<file path="config.mk">
export PLATFORM = sky130hd
export DESIGN_NAME = z88_ram_arbiter
export DESIGN_NICKNAME = d
export VERILOG_FILES = /design/src/rtl/z88_ram_arbiter.sv
export SDC_FILE = /design/constraint.sdc
export NUM_CORES = 1
export LEC_CHECK = 0
export CAP_MARGIN = 10
export CELL_PAD_IN_SITES_DETAIL_PLACEMENT = 1
export CELL_PAD_IN_SITES_GLOBAL_PLACEMENT = 1
export CORE_MARGIN = 5
export CORE_UTILIZATION = 32
export CTS_CLUSTER_DIAMETER = 100
export DETAILED_ROUTE_END_ITERATION = 12
export PLACE_DENSITY_LB_ADDON = 0.08
export SYNTH_ARGS = -nofsm -noshare
export SYNTH_HDL_FRONTEND = slang
export SYNTH_SLANG_ARGS = --single-unit
</file>
<file path="constraint.sdc">
create_clock -name clk -period 2.22 [get_ports clk]
set_clock_uncertainty 0.05 [all_clocks]
set_input_delay 0.222 -clock clk [delete_from_list [all_inputs] [get_ports clk]]
set_output_delay 0.222 -clock clk [all_outputs]
set_load 0.005 [all_outputs]
</file>
<file path="src/rtl/z88_ram_arbiter.sv">
// z88_ram_arbiter: two-port (Z80 CPU, LCD fetch) round-robin arbiter onto a 16-bit async SRAM.
// Ports: clk/rst (async, active-high); cpu_req/we/addr/wdata -> cpu_ack/rdata; lcd_req/addr -> lcd_ack/rdata;
// ram_ce_n/oe_n/we_n/be_n/addr/wdata -> SRAM, ram_rdata <- SRAM; busy = FSM not in IDLE.
module z88_ram_arbiter #(
  parameter int WAIT_CYC = 1
) (
  input  logic        clk,
  input  logic        rst,
  input  logic        cpu_req,
  input  logic        cpu_we,
  input  logic [18:0] cpu_addr,
  input  logic [7:0]  cpu_wdata,
  output logic        cpu_ack,
  output logic [7:0]  cpu_rdata,
  input  logic        lcd_req,
  input  logic [18:0] lcd_addr,
  output logic        lcd_ack,
  output logic [7:0]  lcd_rdata,
  output logic        ram_ce_n,
  output logic        ram_oe_n,
  output logic        ram_we_n,
  output logic [1:0]  ram_be_n,
  output logic [17:0] ram_addr,
  output logic [15:0] ram_wdata,
  input  logic [15:0] ram_rdata,
  output logic        busy
);
  typedef enum logic [1:0] {IDLE, SETUP, ACCESS, DONE} state_t;
  state_t state, nxt;
  logic own, we, a0, last_grant;
  logic [3:0] cnt;
  logic any_req, pick_lcd, sel_we;
  logic [18:0] sel_addr;
  logic [7:0] byte_in;
  assign any_req  = cpu_req | lcd_req;
  // own/last_grant: 1 = LCD; on a tie the port not served last wins
  assign pick_lcd = lcd_req & (~cpu_req | ~last_grant);
  assign sel_addr = pick_lcd ? lcd_addr : cpu_addr;
  assign sel_we   = ~pick_lcd & cpu_we;
  assign byte_in  = a0 ? ram_rdata[15:8] : ram_rdata[7:0];
  always_comb begin
    nxt = state;
    case (state)
      IDLE:    nxt = any_req ? SETUP : IDLE;
      SETUP:   nxt = ACCESS;
      ACCESS:  nxt = (cnt == 4'd0) ? DONE : ACCESS;
      DONE:    nxt = IDLE;
      default: nxt = IDLE;
    endcase
  end
  always_ff @(posedge clk or posedge rst)
    if (rst) state <= IDLE;
    else state <= nxt;
  // Outputs are loaded on the edge that enters each state, so they are valid for the whole state.
  always_ff @(posedge clk or posedge rst) begin
    if (rst) begin
      own        <= 1'b0;
      we         <= 1'b0;
      a0         <= 1'b0;
      last_grant <= 1'b1;
      cnt        <= 4'd0;
      busy       <= 1'b0;
      cpu_ack    <= 1'b0;
      lcd_ack    <= 1'b0;
      ram_ce_n   <= 1'b1;
      ram_oe_n   <= 1'b1;
      ram_we_n   <= 1'b1;
      ram_be_n   <= 2'b11;
      ram_addr   <= '0;
      ram_wdata  <= '0;
      cpu_rdata  <= '0;
      lcd_rdata  <= '0;
    end else begin
      busy    <= nxt != IDLE;
      cpu_ack <= 1'b0;
      lcd_ack <= 1'b0;
      case (state)
        IDLE: if (any_req) begin
          own      <= pick_lcd;
          we       <= sel_we;
          a0       <= sel_addr[0];
          ram_addr <= sel_addr[18:1];
          ram_be_n <= sel_addr[0] ? 2'b01 : 2'b10;
          ram_ce_n <= 1'b0;
          ram_oe_n <= sel_we;
          if (sel_we) ram_wdata <= {cpu_wdata, cpu_wdata};
        end
        SETUP: begin
          cnt      <= 4'(WAIT_CYC - 1);
          ram_we_n <= ~we;
        end
        ACCESS: if (cnt == 4'd0) begin
          ram_ce_n <= 1'b1;
          ram_oe_n <= 1'b1;
          ram_we_n <= 1'b1;
          ram_be_n <= 2'b11;
          cpu_ack  <= ~own;
          lcd_ack  <= own;
          if (!own && !we) cpu_rdata <= byte_in;
          if (own) lcd_rdata <= byte_in;
        end else cnt <= cnt - 4'd1;
        DONE: last_grant <= own;
        default: ;
      endcase
    end
  end
endmodule

</file>
==> results.sh <==
export IMPL_status="finished, final reports clean"
export IMPL_reg2reg_slack_ns=0.20
export IMPL_post_drt_wl_per_cell_um=15.98
export IMPL_cp_slowest_cell="or3_1"
export IMPL_grt_overflow=0
export IMPL_drt_wl_total_mm=7.305
export IMPL_antenna_left=0
export IMPL_power_total_w=0.005508
export IMPL_r2r_start="cnt[0]$_DFFE_PP0P_"
export IMPL_seq_area_frac_synth_pct=54.45
export IMPL_cts_tree="done"
export IMPL_grt_usage_pct=14.27
export IMPL_cts_setup_buffers=0
export IMPL_die_x_um=103.1
export IMPL_cp_max_fo=8
export IMPL_clock_fmax_ghz=0.4959
export IMPL_finalCritPeriodShare_pct=90.83
export IMPL_synth_nets=294
export IMPL_floorplan_initialDensity_pct=32.25
export IMPL_row_count=34
export IMPL_maxSlewHeadroom_pct=66.67
export IMPL_finalMaxSlewViolations=0
export IMPL_r2r_end="cpu_rdata[0]$_DFFE_PP0P_"
export IMPL_synth_distinct_cells=34
export IMPL_fillers=912
export IMPL_grt_max_degree=27
export IMPL_synth_seq_cells=60
export IMPL_num_vias=2147
export IMPL_first_global_vias=2283
export IMPL_r2r_worst_path_cells=5
export IMPL_post_cts_resized=0
export IMPL_core_um2=8593
export IMPL_cts_sinks=60
export IMPL_start_kind="flip-flop"
export IMPL_antenna_found_initial=0
export IMPL_ir_drop_mv=0.5294
export IMPL_cap_violations=0
export IMPL_synthCells=221
export IMPL_endpoint_kind="flip-flop"
export IMPL_synth_area_per_cell_um2=12.54
export IMPL_drt_iter0_markers=30
export IMPL_place_area_um2=4135
export IMPL_path_cells="inv_1, ha_1, nand4bb_4, or3_1, mux2_4"
export IMPL_route_detailed_drc=0
export IMPL_yosys_warnings=0
export IMPL_setup_ws_ns=0.2036
export IMPL_area_sequential_um2=1509
export IMPL_hold_class="in -> async"
export IMPL_dieArea_um2=10620
export IMPL_dpl_hpwl_mm=5.728
export IMPL_area_growth_pct=55.85
export IMPL_grt_pass1_wl_mm=11.57
export IMPL_cts_made_buffers=9
export IMPL_htreeDepth=3
export IMPL_gp_congestion=0.7819
export IMPL_holdBufCountCts=0
export IMPL_p_leak_nw=1.897
export IMPL_setup_viol=0
export IMPL_utilization_pct=50.26
export IMPL_drive_above_1_share_pct=18.34
export IMPL_max_stage_delay_ns=0.56
export IMPL_p_per_area_nw_per_um2=1275
export IMPL_period_minus_slack_ns=2.016
export IMPL_clk_pin_slew_ns=0.07
export IMPL_critPathArrivalTime_ns=2.17
export IMPL_root_buffer="clkbuf_8"
export IMPL_io_pins=125
export IMPL_tightest_slew_ns=0.5000
export IMPL_rsz0062_at_grt="false"
export IMPL_syn_area_um2=2771
export IMPL_vias_per_cell=4.698
export IMPL_die_h_um=103.1
export IMPL_final_setup_tns_ns=0
export IMPL_dp_slack_ns=0.2208
export IMPL_final_nets=418
export IMPL_multi_input_area_um2=1122
export IMPL_cts_buffer_depth=2
export IMPL_design_area_um2=4319
export IMPL_crit_type="reg -> reg"
export IMPL_n_antenna_cell=0
export IMPL_portBuffers=124
export IMPL_clk_latency_ns=0.33
export IMPL_dr_pass1_iters=4
export IMPL_hold_violations=0
export IMPL_worstPathRequired_ns=2.37
==> cell usage in the layout, fill, tap and decap left out, types with 2 or more instances in the layout <==
cell type and instances:
mux2_4 8, dfstp_2 6, clkdlybuf4s50_1 124, inv_1 9, clkbuf_1 3, a21o_1 2, mux2_2 24, nand3_1 3
clkbuf_8 10, ha_1 6, nand2_1 25, o21ai_0 22, mux2i_1 22, dfrtp_1 54, buf_12 3, buf_4 4
nand2b_1 2, nor2_1 2
==> cells in the mapped netlist, drive strengths merged <==
library cell | number | area share [%]
mux2 | 33 | 14
nand4bb | 1 | 0.99
o21ai | 23 | 4.3
nor2 | 2 | 0.27
or3b | 1 | 0.32
mux2i | 22 | 7.9
clkbuf | 5 | 0.68
o21bai | 1 | 0.27
o31ai | 1 | 0.27
a22o | 1 | 0.32
a22oi | 1 | 0.45
nand2 | 25 | 3.4
a21boi | 1 | 0.27
or2 | 2 | 0.45
dfstp | 6 | 5.7
a21o | 2 | 0.54
or4b | 1 | 0.36
or3 | 1 | 0.23
nand2b | 2 | 0.45
o211ai | 1 | 0.27
inv | 10 | 1.4
o32a | 1 | 0.36
nand3 | 3 | 0.54
ha | 6 | 2.7
buf | 13 | 3.7
a21oi | 1 | 0.32
a2bb2oi | 1 | 0.32
dfrtp | 54 | 49
==> power by group <==
group | total, W | switching (W) | internal, W
Combinational | 0.00260 | 0.000938 | 0.00166
Sequential | 0.00196 | 0.000320 | 0.00164
Clock | 0.000944 | 0.000401 | 0.000543
Total | 0.00551 | 0.00166 | 0.00385
==> metal layers <==
metal | vias to the layer above | share of wire [%] | track usage, %
met4 | 0 | 0.74 | 3.586
met3 | 4 | 8.0 | 6.022
met1 | 1056 | 42 | 17.11
met5 | - | 0 | 0
li1 | 1006 | - | -
met2 | 81 | 49 | 23.73
==> worst max-delay path, delay by kind of cell (launching register included) <==
kind	cells	cell delay (ns)
mux	1	0.38
flops	1	0.41
simple gates	2	0.71
buf+inv	1	0.10
fa+ha+maj	1	0.25
==> registers in the layout (all words and copies together) (netlist names) <==
register,count
a0,1
busy,1
cnt,4
cpu_ack,1
cpu_rdata,8
last_grant,1
lcd_ack,1
lcd_rdata,8
own,1
ram_addr,18
ram_be_n,2
ram_ce_n,1
ram_oe_n,1
ram_wdata,8
ram_we_n,1
state,2
we,1
==> layout make-up <==
| class | count | area share (%) |
|---|---|---|
| inverters | 10 | 0.8691 |
| flip-flops and latches | 60 | 34.94 |
| repair buffers | 131 | 30.82 |
| well taps | 108 | 3.129 |
| clock buffers | 13 | 3.447 |
| multi-input cells | 133 | 25.99 |
| clock inverters | 2 | 0.8111 |
==> kinds of logic after synthesis <==
family          Yosys count  share of synthesized area [%]
fa+ha+maj                 6                          2.709
mux                      55                          22.44
buf+inv                  28                          5.734
simple gates             38                          6.998
flops                    60                          54.45
compound gates           34                          7.676
==> how the worst max path moves through the flow <==
stage                       start  cells past startpoint                   endpoint
3_5_place_dp   cnt[0]$_DFFE_PP0P_                      5   cpu_rdata[0]$_DFFE_PP0P_
2_1_floorplan  state[0]$_DFF_PP0_                      7   cpu_rdata[0]$_DFFE_PP0P_
3_3_place_gp              cpu_req                      4  ram_wdata[11]$_DFFE_PP0P_
5_1_grt        cnt[0]$_DFFE_PP0P_                      5   cpu_rdata[0]$_DFFE_PP0P_
6_report       cnt[0]$_DFFE_PP0P_                      5   cpu_rdata[0]$_DFFE_PP0P_
4_1_cts        cnt[0]$_DFFE_PP0P_                      5   cpu_rdata[0]$_DFFE_PP0P_
==> per-stage QoR <==
stage,instances,hold WS (ns)
floorplan,221,0.3237
CTS,457,0.1711
global route,457,0.1891
finish,457,0.1704
global placement,442,0.4093
detailed placement,442,0.4203
(Power assumes the default switching activity.)
